**config.mk**
```make
export PLATFORM = sky130hd
export DESIGN_NAME = xt_hbus_rr_arbiter
export DESIGN_NICKNAME = d
export VERILOG_FILES = /design/src/rtl/xt_hbus_rr_arbiter_pkg.sv /design/src/rtl/xt_hbus_rr_arbiter_picker.sv /design/src/rtl/xt_hbus_rr_arbiter.sv
export SDC_FILE = /design/constraint.sdc
export NUM_CORES = 1
export LEC_CHECK = 0
export CAP_MARGIN = 20
export CORE_AREA = 2 2 198 200
export DETAILED_ROUTE_END_ITERATION = 10
export DIE_AREA = 0 0 200 202
export SETUP_SLACK_MARGIN = 0.02
export SKIP_CTS_REPAIR_TIMING = 1
export SLEW_MARGIN = 10
export SYNTH_ARGS = -nofsm -noshare
export SYNTH_HDL_FRONTEND = slang
export SYNTH_SLANG_ARGS = --single-unit
export TNS_END_PERCENT = 10
```
**constraint.sdc**
```tcl
create_clock -name clk -period 1.8 [get_ports clk]
set_clock_uncertainty 0.05 [all_clocks]
set_input_delay 0.36 -clock clk [delete_from_list [all_inputs] [get_ports clk]]
set_output_delay 0.36 -clock clk [all_outputs]
set_load 0.01 [all_outputs]
```
**src/rtl/xt_hbus_rr_arbiter_pkg.sv**
```systemverilog
// XT high-speed bus shared types, constants and address helpers.
// Used by the round-robin arbiter and its picker.
package xt_hbus_rr_arbiter_pkg;

    localparam int unsigned HB_ADDR_WIDTH   = 15;
    localparam int unsigned HB_ID_WIDTH     = 3;
    localparam int unsigned HB_OFFSET_WIDTH = HB_ADDR_WIDTH - HB_ID_WIDTH;
    localparam int unsigned HB_NUM_SLAVES   = 2 ** HB_ID_WIDTH;
    localparam logic [31:0] HB_DECERR_DATA  = 32'hDEADBEEF;

    typedef struct packed {
        logic                     read;
        logic                     write;
        logic [HB_ADDR_WIDTH-1:0] raddr;
        logic [HB_ADDR_WIDTH-1:0] waddr;
        logic [31:0]              wdata;
        logic [1:0]               write_width;
    } hb_master_in_t;

    typedef struct packed {
        logic [HB_ADDR_WIDTH-1:0] raddr;
        logic [HB_ADDR_WIDTH-1:0] waddr;
        logic [31:0]              wdata;
        logic [1:0]               write_width;
    } hb_slave_t;

    typedef struct packed {
        logic        grant;
        logic        rvalid;
        logic [31:0] rdata;
    } hb_master_out_t;

    // Slave ID lives in the top bits of the address.
    function automatic logic [HB_ID_WIDTH-1:0] HB_GetID(input logic [HB_ADDR_WIDTH-1:0] addr);
        return addr[HB_ADDR_WIDTH-1 -: HB_ID_WIDTH];
    endfunction

    function automatic logic [HB_OFFSET_WIDTH-1:0] HB_GetOffset(
        input logic [HB_ADDR_WIDTH-1:0] addr
    );
        return addr[HB_OFFSET_WIDTH-1:0];
    endfunction

    function automatic logic [HB_NUM_SLAVES-1:0] HB_IDToOneHot(input logic [HB_ID_WIDTH-1:0] id);
        logic [HB_NUM_SLAVES-1:0] oh;
        oh     = '0;
        oh[id] = 1'b1;
        return oh;
    endfunction

endpackage

```
**src/rtl/xt_hbus_rr_arbiter_picker.sv**
```systemverilog
// Round-robin picker: first requester at or after ptr, wrapping modulo N.
module xt_hbus_rr_picker #(
    parameter int unsigned N     = 2,
    parameter int unsigned IDX_W = 1
) (
    input  logic [N-1:0]     req,
    input  logic [IDX_W-1:0] ptr,
    output logic [N-1:0]     grant,
    output logic [IDX_W-1:0] idx,
    output logic             valid
);

    always_comb begin
        int unsigned      cand;
        logic [IDX_W-1:0] cand_idx;
        grant    = '0;
        idx      = '0;
        valid    = 1'b0;
        cand     = 0;
        cand_idx = '0;
        for (int unsigned k = 0; k < N; k++) begin
            cand     = (32'(ptr) + k) % N;
            cand_idx = IDX_W'(cand);
            if (!valid && req[cand_idx]) begin
                valid           = 1'b1;
                grant[cand_idx] = 1'b1;
                idx             = cand_idx;
            end
        end
    end

endmodule

```
**src/rtl/xt_hbus_rr_arbiter.sv**
```systemverilog
// N-master round-robin arbiter, ID decoder and read-return router for XT_HB.
// Optional decode-error reporting (m_err port) is enabled by defining XT_HB_DECERR_EN.
module xt_hbus_rr_arbiter
    import xt_hbus_rr_arbiter_pkg::*;
#(
    parameter int unsigned NUM_MASTERS  = 2,
    parameter int unsigned ADDR_WIDTH   = 15,
    parameter int unsigned ID_WIDTH     = 3,
    parameter int unsigned READ_LATENCY = 1,
    parameter logic [7:0]  SLAVE_MAP    = 8'hFF,
    localparam int unsigned NUM_SLAVES  = 2 ** ID_WIDTH
) (
    input  logic                   clk,
    input  logic                   rst_n,
    input  hb_master_in_t          m_in [NUM_MASTERS],
    output logic [NUM_MASTERS-1:0] m_grant,
    output logic [NUM_MASTERS-1:0] m_rvalid,
    output logic [31:0]            m_rdata,
`ifdef XT_HB_DECERR_EN
    output logic [NUM_MASTERS-1:0] m_err,
`endif
    output hb_slave_t              s_bus,
    output logic [NUM_SLAVES-1:0]  s_rd_sel,
    output logic [NUM_SLAVES-1:0]  s_wr_sel,
    input  logic [31:0]            s_rdata [NUM_SLAVES]
);

    localparam int unsigned IDX_W = (NUM_MASTERS > 1) ? $clog2(NUM_MASTERS) : 1;

    typedef struct packed {
        logic                valid;
        logic                unmapped;
        logic [IDX_W-1:0]    idx;
        logic [ID_WIDTH-1:0] id;
    } ret_t;

    logic [NUM_MASTERS-1:0] req;
    logic [NUM_MASTERS-1:0] pick_grant;
    logic [IDX_W-1:0]       pick_idx;
    logic                   pick_valid;
    logic                   gnt_any;
    logic [IDX_W-1:0]       rr_ptr_q, rr_ptr_d;
    hb_master_in_t          gm;
    logic [ADDR_WIDTH-1:0]  rd_addr, wr_addr;
    logic [ID_WIDTH-1:0]    rd_id, wr_id;
    logic                   rd_mapped, wr_mapped;
    logic                   do_read, do_write;
    ret_t                   pipe_q [READ_LATENCY];
    ret_t                   ret;

    always_comb begin
        req = '0;
        for (int i = 0; i < NUM_MASTERS; i++) begin
            req[i] = m_in[i].read | m_in[i].write;
        end
    end

    xt_hbus_rr_picker #(
        .N     (NUM_MASTERS),
        .IDX_W (IDX_W)
    ) u_picker (
        .req   (req),
        .ptr   (rr_ptr_q),
        .grant (pick_grant),
        .idx   (pick_idx),
        .valid (pick_valid)
    );

    // Outputs are forced quiet while reset is held, even if masters keep requesting.
    assign gnt_any   = pick_valid & rst_n;
    assign m_grant   = gnt_any ? pick_grant : '0;
    assign gm        = m_in[pick_idx];
    assign rd_addr   = gm.raddr;
    assign wr_addr   = gm.waddr;
    assign rd_id     = HB_GetID(rd_addr);
    assign wr_id     = HB_GetID(wr_addr);
    assign rd_mapped = SLAVE_MAP[rd_id];
    assign wr_mapped = SLAVE_MAP[wr_id];
    assign do_read   = gnt_any & gm.read;
    assign do_write  = gnt_any & gm.write;
    assign s_rd_sel  = (do_read && rd_mapped) ? HB_IDToOneHot(rd_id) : '0;
    assign s_wr_sel  = (do_write && wr_mapped) ? HB_IDToOneHot(wr_id) : '0;

    always_comb begin
        s_bus = '0;
        if (gnt_any) begin
            s_bus.raddr       = gm.raddr;
            s_bus.waddr       = gm.waddr;
            s_bus.wdata       = gm.wdata;
            s_bus.write_width = gm.write_width;
        end
    end

    always_comb begin
        rr_ptr_d = rr_ptr_q;
        if (NUM_MASTERS == 1) begin
            rr_ptr_d = '0;
        end else if (gnt_any) begin
            rr_ptr_d = (pick_idx == IDX_W'(NUM_MASTERS - 1)) ? '0 : pick_idx + 1'b1;
        end
    end

    always_ff @(posedge clk or negedge rst_n) begin
        if (!rst_n) begin
            rr_ptr_q <= '0;
            for (int s = 0; s < READ_LATENCY; s++) begin
                pipe_q[s] <= '0;
            end
        end else begin
            rr_ptr_q  <= rr_ptr_d;
            pipe_q[0] <= ret_t'{valid: do_read, unmapped: ~rd_mapped, idx: pick_idx, id: rd_id};
            for (int s = 1; s < READ_LATENCY; s++) begin
                pipe_q[s] <= pipe_q[s-1];
            end
        end
    end

    assign ret = pipe_q[READ_LATENCY-1];

    always_comb begin
        m_rvalid = '0;
        m_rdata  = '0;
        if (ret.valid) begin
            m_rvalid[ret.idx] = 1'b1;
            if (!ret.unmapped) begin
                m_rdata = s_rdata[ret.id];
            end else begin
`ifdef XT_HB_DECERR_EN
                m_rdata = HB_DECERR_DATA;
`else
                m_rdata = '0;
`endif
            end
        end
    end

`ifdef XT_HB_DECERR_EN
    always_comb begin
        m_err = '0;
        if (do_write && !wr_mapped) begin
            m_err[pick_idx] = 1'b1;
        end
        if (ret.valid && ret.unmapped) begin
            m_err[ret.idx] = 1'b1;
        end
    end
`endif

endmodule

```
==> results.yml <==
cells_and_area:
  design_area_um2: 9910
  area_delta_synth_final_pct: 203
  final_cells: 1460
  multiInputGateArea_um2: 3110
  utilization: 0.259
  regArea_um2: 156
  drive_above_1_share: 0.328
  fin_nets: 1328
  fillerInstances: 4083
sta:
  setup_viol: 112
  slew_viol_final: 0
  fin_crit_sh: 1.35
  timing.final.crit_period_ns: 2.43
  slew-limit-headroom: 0.788
  rsz0062_at_grt: "yes"
  setup_slack_ns: -0.625
  fmax_ghz: 0.412
  final.setup.tns_ns: -45.25
  timing.final.hold_violations: 0
  tightest_slew_ns: 0.317
placed_design:
  postPlaceCellArea_um2: 9380
  hpwlAfterDp_mm: 25.5
  dp_cells: 1422
  io_buffers: 505
  pre_cts_slack_ns: -1.27
  gp_congestion: 0.893
clock_tree:
  cts-root-buf: "clkbuf_16"
  cts_buffer_depth: 2
  numCtsBuffers: 3
  cts_max_level: 1
  insertion_delay_ns: 0.23
  cts_tree: "built"
  path_clk_slew_ns: 0.04
  cts_sinks: 6
yosys:
  ys_ff_latch: 6
  synth_top_cell_by_area: "mux4_2"
  synth-edff-count: 0
  synth_area_leaders: "mux4_2, nand2_1, a21oi_1"
  syn_area_per_cell_um2: 8.62
  synth_nets: 769
  synthCells: 379
  ys_types: 34
  ys_seq_area_frac: 0.0460
  async_flop_share: 1.00
  synth_ff_type: "dfrtp_1"
  yosys_warnings: 0
  synth_top_area_frac: 0.441
  synth_area_um2: 3270
pwr:
  p_int_uw: 2530
  combPwrFrac: 0.862
  clkPwrFrac: 0.093
  pwr-share-seq: 0.045
  swShare: 0.368
  p_leak_uw: 0.00427
  p_switching_uw: 1480
  ir_drop_mv: 0.233
  power_density_nw_per_um2: 405
detailed_routing:
  wl_per_cell_um: 21.4
  topRoutingLayerUsed: "met5"
  ant_nets: 0
  drcViolationCount: 0
  routed-via-count: 5732
  wl_met2_mm: 16.4
  met3_length_mm: 2.77
  totalWireLength_mm: 31.3
  first_iter_violations: 232
  wl_met1_mm: 11.4
  via_per_inst: 3.93
  first_pass_iters: 4
critical_path:
  path_depth: 5
  crit_type: "reg -> out"
  worstRegToRegCells: 6
  cpMaxStageDelayCell: "mux4_2"
  cp_num_buf_inv: 3
  cp_max_fo: 5
  path_cells: "buf_12 > buf_4 > mux4_2 > a22o_1 > dlymetal6s2s_1"
  start_kind: "flop"
  cp-end-kind: "output port"
  critPathMaxStageDelay_ns: 0.56
  cp_top_family: "multiplexers"
  cp.arrival_ns: 2.02
  crit_required_ns: 1.39
floorplan:
  rows: 72
  die_area_um2: 40400
  die_w_um: 200
  core-area_um2: 38300
  initial_core_util: 0.0853
  die_y_um: 202
  io_pins: 506
grt:
  grt_pass1_vias: 5809
  grt_overflow: 0
  grt_pass1_wl_mm: 37.4
  grt_start_max_net_pins: 59
  grt_usage: 0.128
  antenna_found_initial: 14
status:
  status: "complete, but fails checks"
  failed_checks: "setup timing"
job:
  maxCapViolCount: 0
hold_path:
  hold_class: "in -> async"
-- path summary, 6_finish.rpt --
kind                                      startpoint              endpoint  slack [ns]
worst min register to register  rr_ptr_q$_DFFE_PN0P_  rr_ptr_q$_DFFE_PN0P_        0.66
worst max-delay path             pipe_q[0]$_DFF_PN0_           m_rdata[27]       -0.63
max in group asynchronous                      rst_n   pipe_q[0]$_DFF_PN0_        1.34
worst min-delay path                           rst_n   pipe_q[3]$_DFF_PN0_        0.20
min in group clk                            m_in[64]   pipe_q[3]$_DFF_PN0_        0.52
worst max register to register  rr_ptr_q$_DFFE_PN0P_   pipe_q[2]$_DFF_PN0_        0.30
-- state kept, by name (all words and copies together) (netlist names) --
name,cells
pipe_q,5
rr_ptr_q,1
-- power by group through the flow --
stage	Sequential (uW)	Clock (uW)	Combinational, uW
detailed placement	174	0	3240
global placement	174	0	3220
floorplan	163	0	1370
finish	180	374	3450
CTS	173	381	3250
global route	183	390	3650
-- synthesized netlist by cell type, types with 3 or more instances --
cell type,count
and3_1,5
buf_2,13
o21ai_0,3
nor3_1,10
nand3_1,4
nor2_1,5
a21oi_1,62
a22o_1,32
mux4_2,64
nand2_1,117
buf_1,3
buf_4,10
dfrtp_1,6
a21boi_0,3
clkbuf_1,14
-- metrics by stage --
| step | hold WS (ns) | power, uW |
|---|---|---|
| 3_5_place_dp | 0.554 | 3410 |
| 2_1_floorplan | 0.0144 | 1530 |
| 6_report | 0.204 | 4010 |
| 3_3_place_gp | 0.543 | 3390 |
| 4_1_cts | 0.561 | 3800 |
| 5_1_grt | 0.234 | 4230 |
-- cell families (layout without fill, tap and decap cells) --
group           count (synthesis)  count (layout)  synth area share
flops                           6               6            0.0460
compound gates                106             106             0.213
buf+inv                        46             604            0.0747
simple gates                  151             151             0.197
other cells                     0               5                 0
mux                            70              70             0.469
-- area by class of cell --
cell class | instances | share of cell area
multi-input combinational | 327 | 0.314
sequential | 6 | 0.0158
tap | 518 | 0.0654
inverter | 4 | 0.00278
timing repair buffer | 596 | 0.593
clock buffer | 4 | 0.00796
antenna | 5 | 0.00126
-- placed cells by master (no fill, tap or decap), types with 4 or more instances in the layout --
| master | netlist | routed |
|---|---|---|
| clkdlybuf4s50_1 | 0 | 384 |
| nand2_1 | 117 | 110 |
| mux4_2 | 64 | 64 |
| buf_4 | 10 | 56 |
| clkbuf_2 | 0 | 52 |
| a21oi_1 | 62 | 50 |
| a22o_1 | 32 | 32 |
| dlymetal6s2s_1 | 0 | 29 |
| buf_2 | 13 | 26 |
| buf_6 | 2 | 20 |
| clkbuf_16 | 0 | 12 |
| nor3_2 | 2 | 11 |
| buf_12 | 0 | 11 |
| a21oi_2 | 0 | 7 |
| nand2_2 | 0 | 6 |
| diode_2 | 0 | 5 |
| nor2_1 | 5 | 5 |
| a21oi_4 | 0 | 5 |
| buf_8 | 0 | 5 |
| and3_1 | 5 | 4 |
| buf_16 | 0 | 4 |
-- per-layer routing --
metal	GRT usage	vias up
met5	0	-
met4	0.0304	2
met3	0.0317	40
met2	0.248	389
met1	0.137	2717
li1	-	2584
Power figures use the tool's default switching activity.
